===== src/rtl/bullet_pkg.sv =====
// Shared constants and types for the bullet sprite RAM arbiter.
package bullet_pkg;

  localparam int NUM_REQ    = 4;
  localparam int SPR_W      = 25;
  localparam int SPR_H      = 7;
  localparam int RAM_ADDR_W = 19;
  localparam int PIX_W      = 5;
  localparam int X_W        = 5;
  localparam int Y_W        = 3;
  localparam int ID_W       = $clog2(NUM_REQ);

  localparam logic [PIX_W-1:0] TRANSPARENT = '0;

  typedef logic [ID_W-1:0] req_id_t;

  // One pipeline stage of an in-flight fetch.
  typedef struct packed {
    logic    valid;
    req_id_t id;
    logic    oor;
  } fetch_stage_t;

endpackage


===== src/rtl/rr_arbiter.sv =====
// Round-robin arbiter: first eligible requester at or after ptr_i, wrapping.
module rr_arbiter
  import bullet_pkg::*;
#(
  parameter int N = NUM_REQ
) (
  input  logic [N-1:0] req_i,
  input  logic [N-1:0] mask_i,
  input  req_id_t      ptr_i,
  output logic [N-1:0] gnt_o,
  output req_id_t      idx_o,
  output logic         valid_o
);

  logic [N-1:0] eligible;
  req_id_t      cand;
  logic         found;

  assign eligible = req_i & ~mask_i;

  // NOTE: every output and temporary gets a default before the loop so no latch is inferred.
  always_comb begin
    gnt_o = '0;
    idx_o = '0;
    found = 1'b0;
    cand  = '0;
    for (int k = 0; k < N; k++) begin
      cand = req_id_t'((int'(ptr_i) + k) % N);
      if (!found && eligible[cand]) begin
        found       = 1'b1;
        gnt_o[cand] = 1'b1;
        idx_o       = cand;
      end
    end
    valid_o = found;
  end

endmodule


===== src/rtl/bullet_sprite_arb.sv =====
// Arbitrates pixel fetches from several bullet requesters onto one sprite RAM
// read port; grant/address at T+1, pixel response at T+2, in grant order.
module bullet_sprite_arb #(
  parameter int NUM_REQ = bullet_pkg::NUM_REQ,
  parameter int SPR_W   = bullet_pkg::SPR_W,
  parameter int SPR_H   = bullet_pkg::SPR_H
) (
  input  logic                                      clk,
  input  logic                                      rst_n,
  input  logic [NUM_REQ-1:0]                        req_i,
  input  logic [NUM_REQ-1:0][bullet_pkg::X_W-1:0]   req_x_i,
  input  logic [NUM_REQ-1:0][bullet_pkg::Y_W-1:0]   req_y_i,
  output logic [NUM_REQ-1:0]                        gnt_o,
  output logic [bullet_pkg::RAM_ADDR_W-1:0]         ram_addr_o,
  input  logic [bullet_pkg::PIX_W-1:0]              ram_rdata_i,
  output logic                                      rsp_valid_o,
  output bullet_pkg::req_id_t                       rsp_id_o,
  output logic [bullet_pkg::PIX_W-1:0]              rsp_pixel_o
);

  import bullet_pkg::*;

  logic [NUM_REQ-1:0]    gnt_q, gnt_d;
  req_id_t               rr_ptr_q, rr_ptr_d;
  req_id_t               arb_idx;
  logic                  arb_valid;
  logic [RAM_ADDR_W-1:0] ram_addr_q, ram_addr_d;
  fetch_stage_t          gnt_stage_q, gnt_stage_d;
  fetch_stage_t          rsp_stage_q;

  logic [X_W-1:0]        sel_x;
  logic [Y_W-1:0]        sel_y;
  logic                  in_range;

  // The grant currently on gnt_o masks its owner while it drops req.
  rr_arbiter #(.N(NUM_REQ)) u_rr_arbiter (
    .req_i   (req_i),
    .mask_i  (gnt_q),
    .ptr_i   (rr_ptr_q),
    .gnt_o   (gnt_d),
    .idx_o   (arb_idx),
    .valid_o (arb_valid)
  );

  assign sel_x    = req_x_i[arb_idx];
  assign sel_y    = req_y_i[arb_idx];
  assign in_range = (int'(sel_x) < SPR_W) && (int'(sel_y) < SPR_H);

  always_comb begin
    rr_ptr_d          = rr_ptr_q;
    ram_addr_d        = ram_addr_q;
    gnt_stage_d       = '0;
    gnt_stage_d.valid = arb_valid;
    gnt_stage_d.id    = arb_idx;
    gnt_stage_d.oor   = arb_valid && !in_range;
    if (arb_valid) begin
      rr_ptr_d = req_id_t'((int'(arb_idx) + 1) % NUM_REQ);
      // Out-of-range fetches leave the address alone; their pixel is forced later.
      if (in_range) begin
        ram_addr_d = RAM_ADDR_W'(sel_y) * RAM_ADDR_W'(SPR_W) + RAM_ADDR_W'(sel_x);
      end
    end
  end

  // NOTE: sequential state uses non-blocking assignments so all registers update together.
  always_ff @(posedge clk or negedge rst_n) begin
    if (!rst_n) begin
      gnt_q       <= '0;
      rr_ptr_q    <= '0;
      ram_addr_q  <= '0;
      gnt_stage_q <= '0;
      rsp_stage_q <= '0;
    end else begin
      gnt_q       <= gnt_d;
      rr_ptr_q    <= rr_ptr_d;
      ram_addr_q  <= ram_addr_d;
      gnt_stage_q <= gnt_stage_d;
      rsp_stage_q <= gnt_stage_q;
    end
  end

  // RAM data arrives in the response cycle, so the pixel is selected combinationally.
  assign gnt_o       = gnt_q;
  assign ram_addr_o  = ram_addr_q;
  assign rsp_valid_o = rsp_stage_q.valid;
  assign rsp_id_o    = rsp_stage_q.id;
  assign rsp_pixel_o = (rsp_stage_q.valid && !rsp_stage_q.oor) ? ram_rdata_i : TRANSPARENT;

endmodule


===== config.mk =====
export PLATFORM = sky130hd
export DESIGN_NAME = bullet_sprite_arb
export DESIGN_NICKNAME = d
export VERILOG_FILES = /design/src/rtl/bullet_pkg.sv /design/src/rtl/rr_arbiter.sv /design/src/rtl/bullet_sprite_arb.sv
export SDC_FILE = /design/constraint.sdc
export NUM_CORES = 1
export LEC_CHECK = 0
export CORE_MARGIN = 8
export CORE_UTILIZATION = 28
export CTS_BUF_LIST = sky130_fd_sc_hd__clkbuf_8
export CTS_CLUSTER_SIZE = 8
export DETAILED_ROUTE_END_ITERATION = 7
export DONT_BUFFER_PORTS = 1
export HOLD_SLACK_MARGIN = 0.1
export PLACE_DENSITY = 0.43
export SETUP_SLACK_MARGIN = 0.4
export SLEW_MARGIN = 25
export SYNTH_ARGS = -nofsm -noshare
export SYNTH_HDL_FRONTEND = slang
export SYNTH_SLANG_ARGS = --single-unit

===== constraint.sdc =====
create_clock -name clk -period 5.25 [get_ports clk]
set_input_delay 0.2625 -clock clk [delete_from_list [all_inputs] [get_ports clk]]
set_output_delay 0.2625 -clock clk [all_outputs]
set_load 0.02 [all_outputs]

==> qor.csv, run 1 <==
stage,metric,value,unit
cells_and_area,nFillCells,791,
timing,hold_violations,0,
worst_setup_path,cp.arrival,4740,ps
synth,netlist_area,2130,um^2
grt,grt_max_degree,24,
placed_design,placed_cell_area,2180,um^2
die,fp.dieH,103,um
route,vias,1697,
timing,tightestPinTransition,742,ps
die,ioPinCount,74,
synth,ys_ff_latch,23,
clock_tree,clkTransAtPathRegs,90,ps
cells_and_area,seq_area,577,um^2
clock_tree,clock-sinks,23,
die,initial_utilization,0.292,
clock_tree,h-tree-depth,1,
route,via_per_inst,5.21,
cells_and_area,fin_cells,326,
timing,tns,0,ps
die,dieArea,10600,um^2
timing,rsz0062_at_grt,false,
cells_and_area,multi_input_area,1490,um^2
worst_setup_path,start_kind,register,
cells_and_area,fin_nets,289,
worst_setup_path,rr_startpoint,rr_ptr_q[1],
cells_and_area,diodes,0,
synth,synthArstFlopShare,1.00,
placed_design,routabilityCongestion,0.781,
die,core_area,7290,um^2
grt,grt_pass1_vias,1669,
synth,synth_cell_types,53,
cells_and_area,final_area,2370,um^2
worst_setup_path,r2r-end,ram_addr_o[7],
synth,avgSynthCellArea,9.59,um^2
worst_setup_path,crit_required,5410,ps
clock_tree,ctsRootBufferMaster,clkbuf_8,
grt,grt.total_usage,0.111,
worst_setup_path,critPathBufInv,3,
timing,period_needed,4580,ps
clock_tree,numCtsBuffers,3,
grt,antenna_found_initial,0,
worst_setup_path,end_kind,register,
clock_tree,clk_latency,270,ps
worst_setup_path,rrSetupSlack,670,ps
placed_design,dp_hpwl,4620,um
synth,ys_seq_area_frac,0.270,
flow_run,drv_cap,0,
worst_setup_path,cp_max_fo,12,
synth,ys_warn_count,0,
grt,grt_overflow_total,0,
synth,synth_edf_count,0,
clock_tree,cts_buffer_depth,2,
worst_hold_path,holdCritStartpoint,gnt_stage_q[0],
worst_setup_path,slowest_stage,dfrtp_2,
worst_hold_path,hold_end,rsp_stage_q[0],
worst_setup_path,crit_family,compound AO/OA/AOI/OAI gates,
timing,max_clock_freq,0.218,GHz
synth,ys.flop_type,dfrtp_1,
route,drt_iter0_markers,94,
placed_design,portBuffers,0,
worst_setup_path,slowest_delay,470,ps
worst_setup_path,worstRegToRegCells,19,
worst_setup_path,path_class,register to register,
worst_hold_path,holdCritPathClass,register to register,
timing,finalMaxSlewViolations,0,
route,drc,0,
worst_setup_path,path_cells,inv_2 > ha_4 > nor4bb_4 > nor4_4 > buf_4 > o32a_1 > buf_4 > o31a_2 > a211oi_1 > a21oi_1 > ha_1 > ha_1 > fa_1 > a21o_1 > a21o_1 > a21o_1 > a21oi_1 > xnor2_1 > mux2_4,
worst_hold_path,holdPathStages,0,
timing,finalClockSkew,8.67,ps
clock_tree,cts_tree,built,
cells_and_area,area_growth,11.2,%
grt,grt_pass1_wl,9200,um
cells_and_area,drive_gt1_frac,0.176,
placed_design,dp.cells,313,
timing,setup_viol,0,
die,rows,31,
route,ant_nets,0,
timing,timing.final.crit_share,0.872,
status,status,completed,
route,drt-total-wl,5910,um
route,wire_per_inst,18.1,um
worst_setup_path,crit_top_cell,a21o_1,
synth,netlist_instances,222,
timing,relSlewSlack,0.506,
die,die_w,103,um
route,first_pass_iters,5,
## area by class of cell
cell class                 instances  area share
multi-input combinational        181       0.629
clock buffer                       3      0.0174
clock inverter                     1     0.00211
sequential                        23       0.244
tap                               99      0.0523
timing repair buffer              11      0.0412
inverter                           8      0.0137
## flip-flops by register name (all words and copies together), names as in the netlist
signal	count
ram_addr_o	9
gnt_o	4
gnt_stage_q	4
rr_ptr_q	2
rsp_id_o	2
rsp_stage_q	1
rsp_valid_o	1
## worst max-delay path by stage
| stage | startpoint | to | cells after the start |
|---|---|---|---|
| final | rr_ptr_q[1] | ram_addr_o[7] | 19 |
| after global routing | gnt_o[1] | ram_addr_o[7] | 17 |
| after CTS | rr_ptr_q[1] | ram_addr_o[7] | 19 |
| after detailed placement | rr_ptr_q[1] | ram_addr_o[7] | 19 |
| after global placement | rr_ptr_q[1] | ram_addr_o[7] | 19 |
| after floorplan | rr_ptr_q[0] | ram_addr_o[7] | 22 |
## per-layer routing
metal / GRT usage / routed length (um) / vias up
li1: - / - / 811
met1: 0.147 / 2520 / 784
met2: 0.171 / 2600 / 96
met3: 0.0415 / 737 / 6
met4: 0.0167 / 43 / 0
met5: 0 / 0 / -
## synth_stat cells (2+ instances only)
library cell | n | area share
dfrtp_1 | 23 | 0.27
ha_1 | 17 | 0.10
nand2_1 | 15 | 0.026
mux2i_1 | 14 | 0.066
buf_4 | 13 | 0.046
a21oi_1 | 12 | 0.028
nor2b_1 | 10 | 0.029
nor2_1 | 9 | 0.016
mux2_4 | 8 | 0.056
a21o_1 | 7 | 0.025
a211oi_1 | 6 | 0.021
and2_1 | 6 | 0.018
nand2b_1 | 6 | 0.018
nor3_1 | 6 | 0.014
o21ai_0 | 6 | 0.014
inv_1 | 5 | 0.0088
a222oi_1 | 4 | 0.019
nor4_1 | 4 | 0.012
o311ai_0 | 4 | 0.016
xnor2_1 | 4 | 0.016
clkbuf_1 | 3 | 0.0053
xor2_1 | 3 | 0.012
a21boi_0 | 2 | 0.0071
buf_6 | 2 | 0.011
mux2_2 | 2 | 0.011
nor2_4 | 2 | 0.011
nor4bb_1 | 2 | 0.0094
o32a_1 | 2 | 0.0094
## layout by cell type (no fill, tap or decap), types with 5 or more instances in the layout
master | Yosys | layout
buf_4 | 13 | 9
a21oi_1 | 12 | 12
nor2b_1 | 10 | 10
nor3_1 | 6 | 6
nand2b_1 | 6 | 6
mux2i_1 | 14 | 14
nand2_1 | 15 | 15
inv_1 | 5 | 5
o21ai_0 | 6 | 6
nor2_1 | 9 | 9
a211oi_1 | 6 | 6
ha_1 | 17 | 16
dfrtp_1 | 23 | 22
mux2_4 | 8 | 8
conb_1 | 1 | 10
a21o_1 | 7 | 7
and2_1 | 6 | 6
## per-stage QoR
stage               setup WS, ps  hold WS, ps  utilization
floorplan                    405        -33.1            -
global placement             408        -31.6        0.299
detailed placement           327        -31.7        0.299
CTS                          427          355        0.313
global route                 425          365        0.325
finish                       673          352        0.325
## what timing repair did
action	4_1_cts	5_1_grt
hold endpoints to repair	23	0
pin swaps	1	2
endpoints found under the setup margin	1	3
cloned	1	0
buffers inserted	1	5
resized for setup	1	7
hold buffers	2	0
## logic make-up after synthesis
kind of cell | share of synthesized area
buf+inv | 0.0811
compound gates | 0.178
mux | 0.143
fa+ha+maj | 0.109
flops | 0.270
other cells | 0.00176
simple gates | 0.187
xor+xnor | 0.0288
Power of run 1 is not shown: default switching activity piles up to over one toggle a cycle in this logic, so the estimate is an artifact.
==> run 2, diff against run 1 <==
--- a/config.mk
+++ b/config.mk
@@ -5,14 +5,16 @@
 export SDC_FILE = /design/constraint.sdc
 export NUM_CORES = 1
 export LEC_CHECK = 0
+export CELL_PAD_IN_SITES_DETAIL_PLACEMENT = 0
+export CELL_PAD_IN_SITES_GLOBAL_PLACEMENT = 1
 export CORE_MARGIN = 8
 export CORE_UTILIZATION = 28
 export CTS_BUF_LIST = sky130_fd_sc_hd__clkbuf_8
-export CTS_CLUSTER_SIZE = 8
+export CTS_CLUSTER_SIZE = 14
 export DETAILED_ROUTE_END_ITERATION = 7
 export DONT_BUFFER_PORTS = 1
 export HOLD_SLACK_MARGIN = 0.1
-export PLACE_DENSITY = 0.43
+export PLACE_DENSITY = 0.6
 export SETUP_SLACK_MARGIN = 0.4
 export SLEW_MARGIN = 25
 export SYNTH_ARGS = -nofsm -noshare
==> qor.csv, run 2 (synthesized netlist as in run 1, its figures left out) <==
stage,metric,value,unit,change
worst_setup_path,path_class,register to register,,
timing,timing.final.crit_share,0.874,,+0.00209
worst_setup_path,cp.depth,17,,-2
worst_hold_path,holdCritPathClass,register to register,,
worst_setup_path,critPathBufInv,2,,-1
clock_tree,numCtsBuffers,3,,unchanged
clock_tree,ctsRootBufferMaster,clkbuf_8,,
worst_hold_path,holdPathStages,0,,unchanged
flow_run,drv_cap,0,,unchanged
grt,grt_max_degree,24,,unchanged
route,wire_per_inst,17.6,um,-2.8%
worst_setup_path,crit_required,5400,ps,about the same
timing,tightestPinTransition,699,ps,-42.7 ps
cells_and_area,final_cell_mix,"dfrtp_1, ha_1, nand2_1",,
timing,relSlewSlack,0.534,,+0.0285
timing,setup_viol,0,,unchanged
worst_setup_path,cp_max_fo,12,,unchanged
worst_setup_path,crit_top_cell,a21o_1,,
cells_and_area,diodes,0,,unchanged
worst_hold_path,holdCritStartpoint,gnt_stage_q[3],,
status,status,completed,,
die,core_area,7290,um^2,unchanged
clock_tree,clock-sinks,23,,unchanged
timing,tns,0,ps,unchanged
cells_and_area,nFillCells,766,,-3.2%
placed_design,portBuffers,0,,unchanged
clock_tree,clk_latency,260,ps,about the same
die,ioPinCount,74,,unchanged
grt,grt_overflow_total,0,,unchanged
clock_tree,cts_tree,built,,
die,rows,31,,unchanged
cells_and_area,mostFrequentLayoutCell,dfrtp_1,,
route,drc,0,,unchanged
worst_setup_path,rr_startpoint,rr_ptr_q[1],,
route,via_per_inst,5.08,,-2.4%
placed_design,dp_hpwl,4500,um,-2.4%
cells_and_area,largest_register_ff_count,9,,unchanged
timing,finalMaxSlewViolations,0,,unchanged
timing,period_needed,4590,ps,+11.0 ps
grt,antenna_found_initial,0,,unchanged
worst_setup_path,path_cells,inv_2 > ha_4 > nor4bb_2 > nor4_4 > o32a_1 > o31a_4 > buf_4 > mux2i_1 > ha_1 > ha_1 > fa_1 > a21o_1 > a21o_1 > a21o_1 > a21oi_1 > xnor2_1 > mux2_4,,
clock_tree,cts_buffer_depth,2,,unchanged
worst_setup_path,r2r-end,ram_addr_o[7],,
grt,grt_pass1_wl,8620,um,-6.4%
timing,max_clock_freq,0.218,GHz,-0.24%
die,dieArea,10600,um^2,unchanged
clock_tree,h-tree-depth,1,,unchanged
grt,grt.total_usage,0.100,,-0.0106
route,drt-total-wl,5720,um,-3.1%
placed_design,routabilityCongestion,0.771,,-1.2%
route,drt_iter0_markers,102,,+8.5%
cells_and_area,area_growth,9.35,%,
worst_setup_path,slowest_delay,470,ps,about the same
worst_hold_path,hold_end,rsp_valid_o,,
worst_setup_path,start_kind,register,,
worst_setup_path,end_kind,register,,
worst_setup_path,worstRegToRegCells,17,,-2
cells_and_area,drive_gt1_frac,0.181,,+0.00520
timing,finalClockSkew,5.11,ps,-3.55 ps
die,initial_utilization,0.292,,unchanged
die,fp.dieH,103,um,unchanged
worst_setup_path,rrSetupSlack,660,ps,about the same
die,die_w,103,um,unchanged
cells_and_area,fin_nets,288,,-0.35%
grt,grt_pass1_vias,1666,,-0.18%
timing,hold_violations,0,,unchanged
route,first_pass_iters,4,,-1
timing,rsz0062_at_grt,false,,
route,vias,1651,,-2.7%
route,ant_nets,0,,unchanged
clock_tree,clkTransAtPathRegs,80,ps,about the same
worst_setup_path,crit_family,compound AO/OA/AOI/OAI gates,,
worst_setup_path,slowest_stage,dfrtp_2,,
worst_setup_path,cp.arrival,4740,ps,about the same
## run 2: changes by cell type in the layout (fill, tap and decap cells not counted), sizes merged
| cell | change |
|---|---|
| buf | -2 |
| o31a | +1 |
## run 2: cell type report
| cell class | instances | area, um^2 | share of cell area |
|---|---|---|---|
| flip-flops and latches | 23 | 577 | 0.248 |
| clock buffers | 3 | 41.3 | 0.0177 |
| inverters | 8 | 32.5 | 0.0140 |
| repair buffers | 9 | 67.6 | 0.0290 |
| clock inverters | 1 | 5.00 | 0.00215 |
| well taps | 99 | 124 | 0.0532 |
| multi-input cells | 182 | 1480 | 0.636 |
## run 2: how the worst max path moves through the flow
stage | to | from
finish | ram_addr_o[7] | rr_ptr_q[1]
global route | ram_addr_o[7] | rr_ptr_q[1]
CTS | ram_addr_o[7] | rr_ptr_q[1]
detailed placement | ram_addr_o[7] | rr_ptr_q[1]
global placement | ram_addr_o[7] | rr_ptr_q[1]
floorplan | ram_addr_o[7] | rr_ptr_q[0]
## run 2: per-stage QoR
step	cells	hold WS [ps]	instance area [um^2]	setup WS, ps	utilization
after floorplan	231	-33.1	2190	405	-
after global placement	313	-31.9	2180	511	0.299
after detailed placement	313	-31.8	2180	396	0.299
after CTS	318	363	2250	431	0.308
after global routing	325	369	2330	403	0.319
final	325	359	2330	662	0.319
## run 2: per-layer routing
layer	vias to the layer above	GRT usage	share of wire	wire length, um
met5	-	0	0	0
met4	0	0.0178	0.0070	40
met3	2	0.0221	0.095	541
met2	77	0.154	0.42	2390
met1	763	0.141	0.48	2750
li1	809	-	-	-
## run 2: timing repair
action,4_1_cts,5_1_grt
setup buffers,0,4
gates cloned,0,2
endpoints found under the setup margin,1,2
endpoints found under the hold margin,23,23
pin swaps,1,3
hold buffers,1,1
gates resized for setup,2,5
Power of run 2 is left out for the same reason.
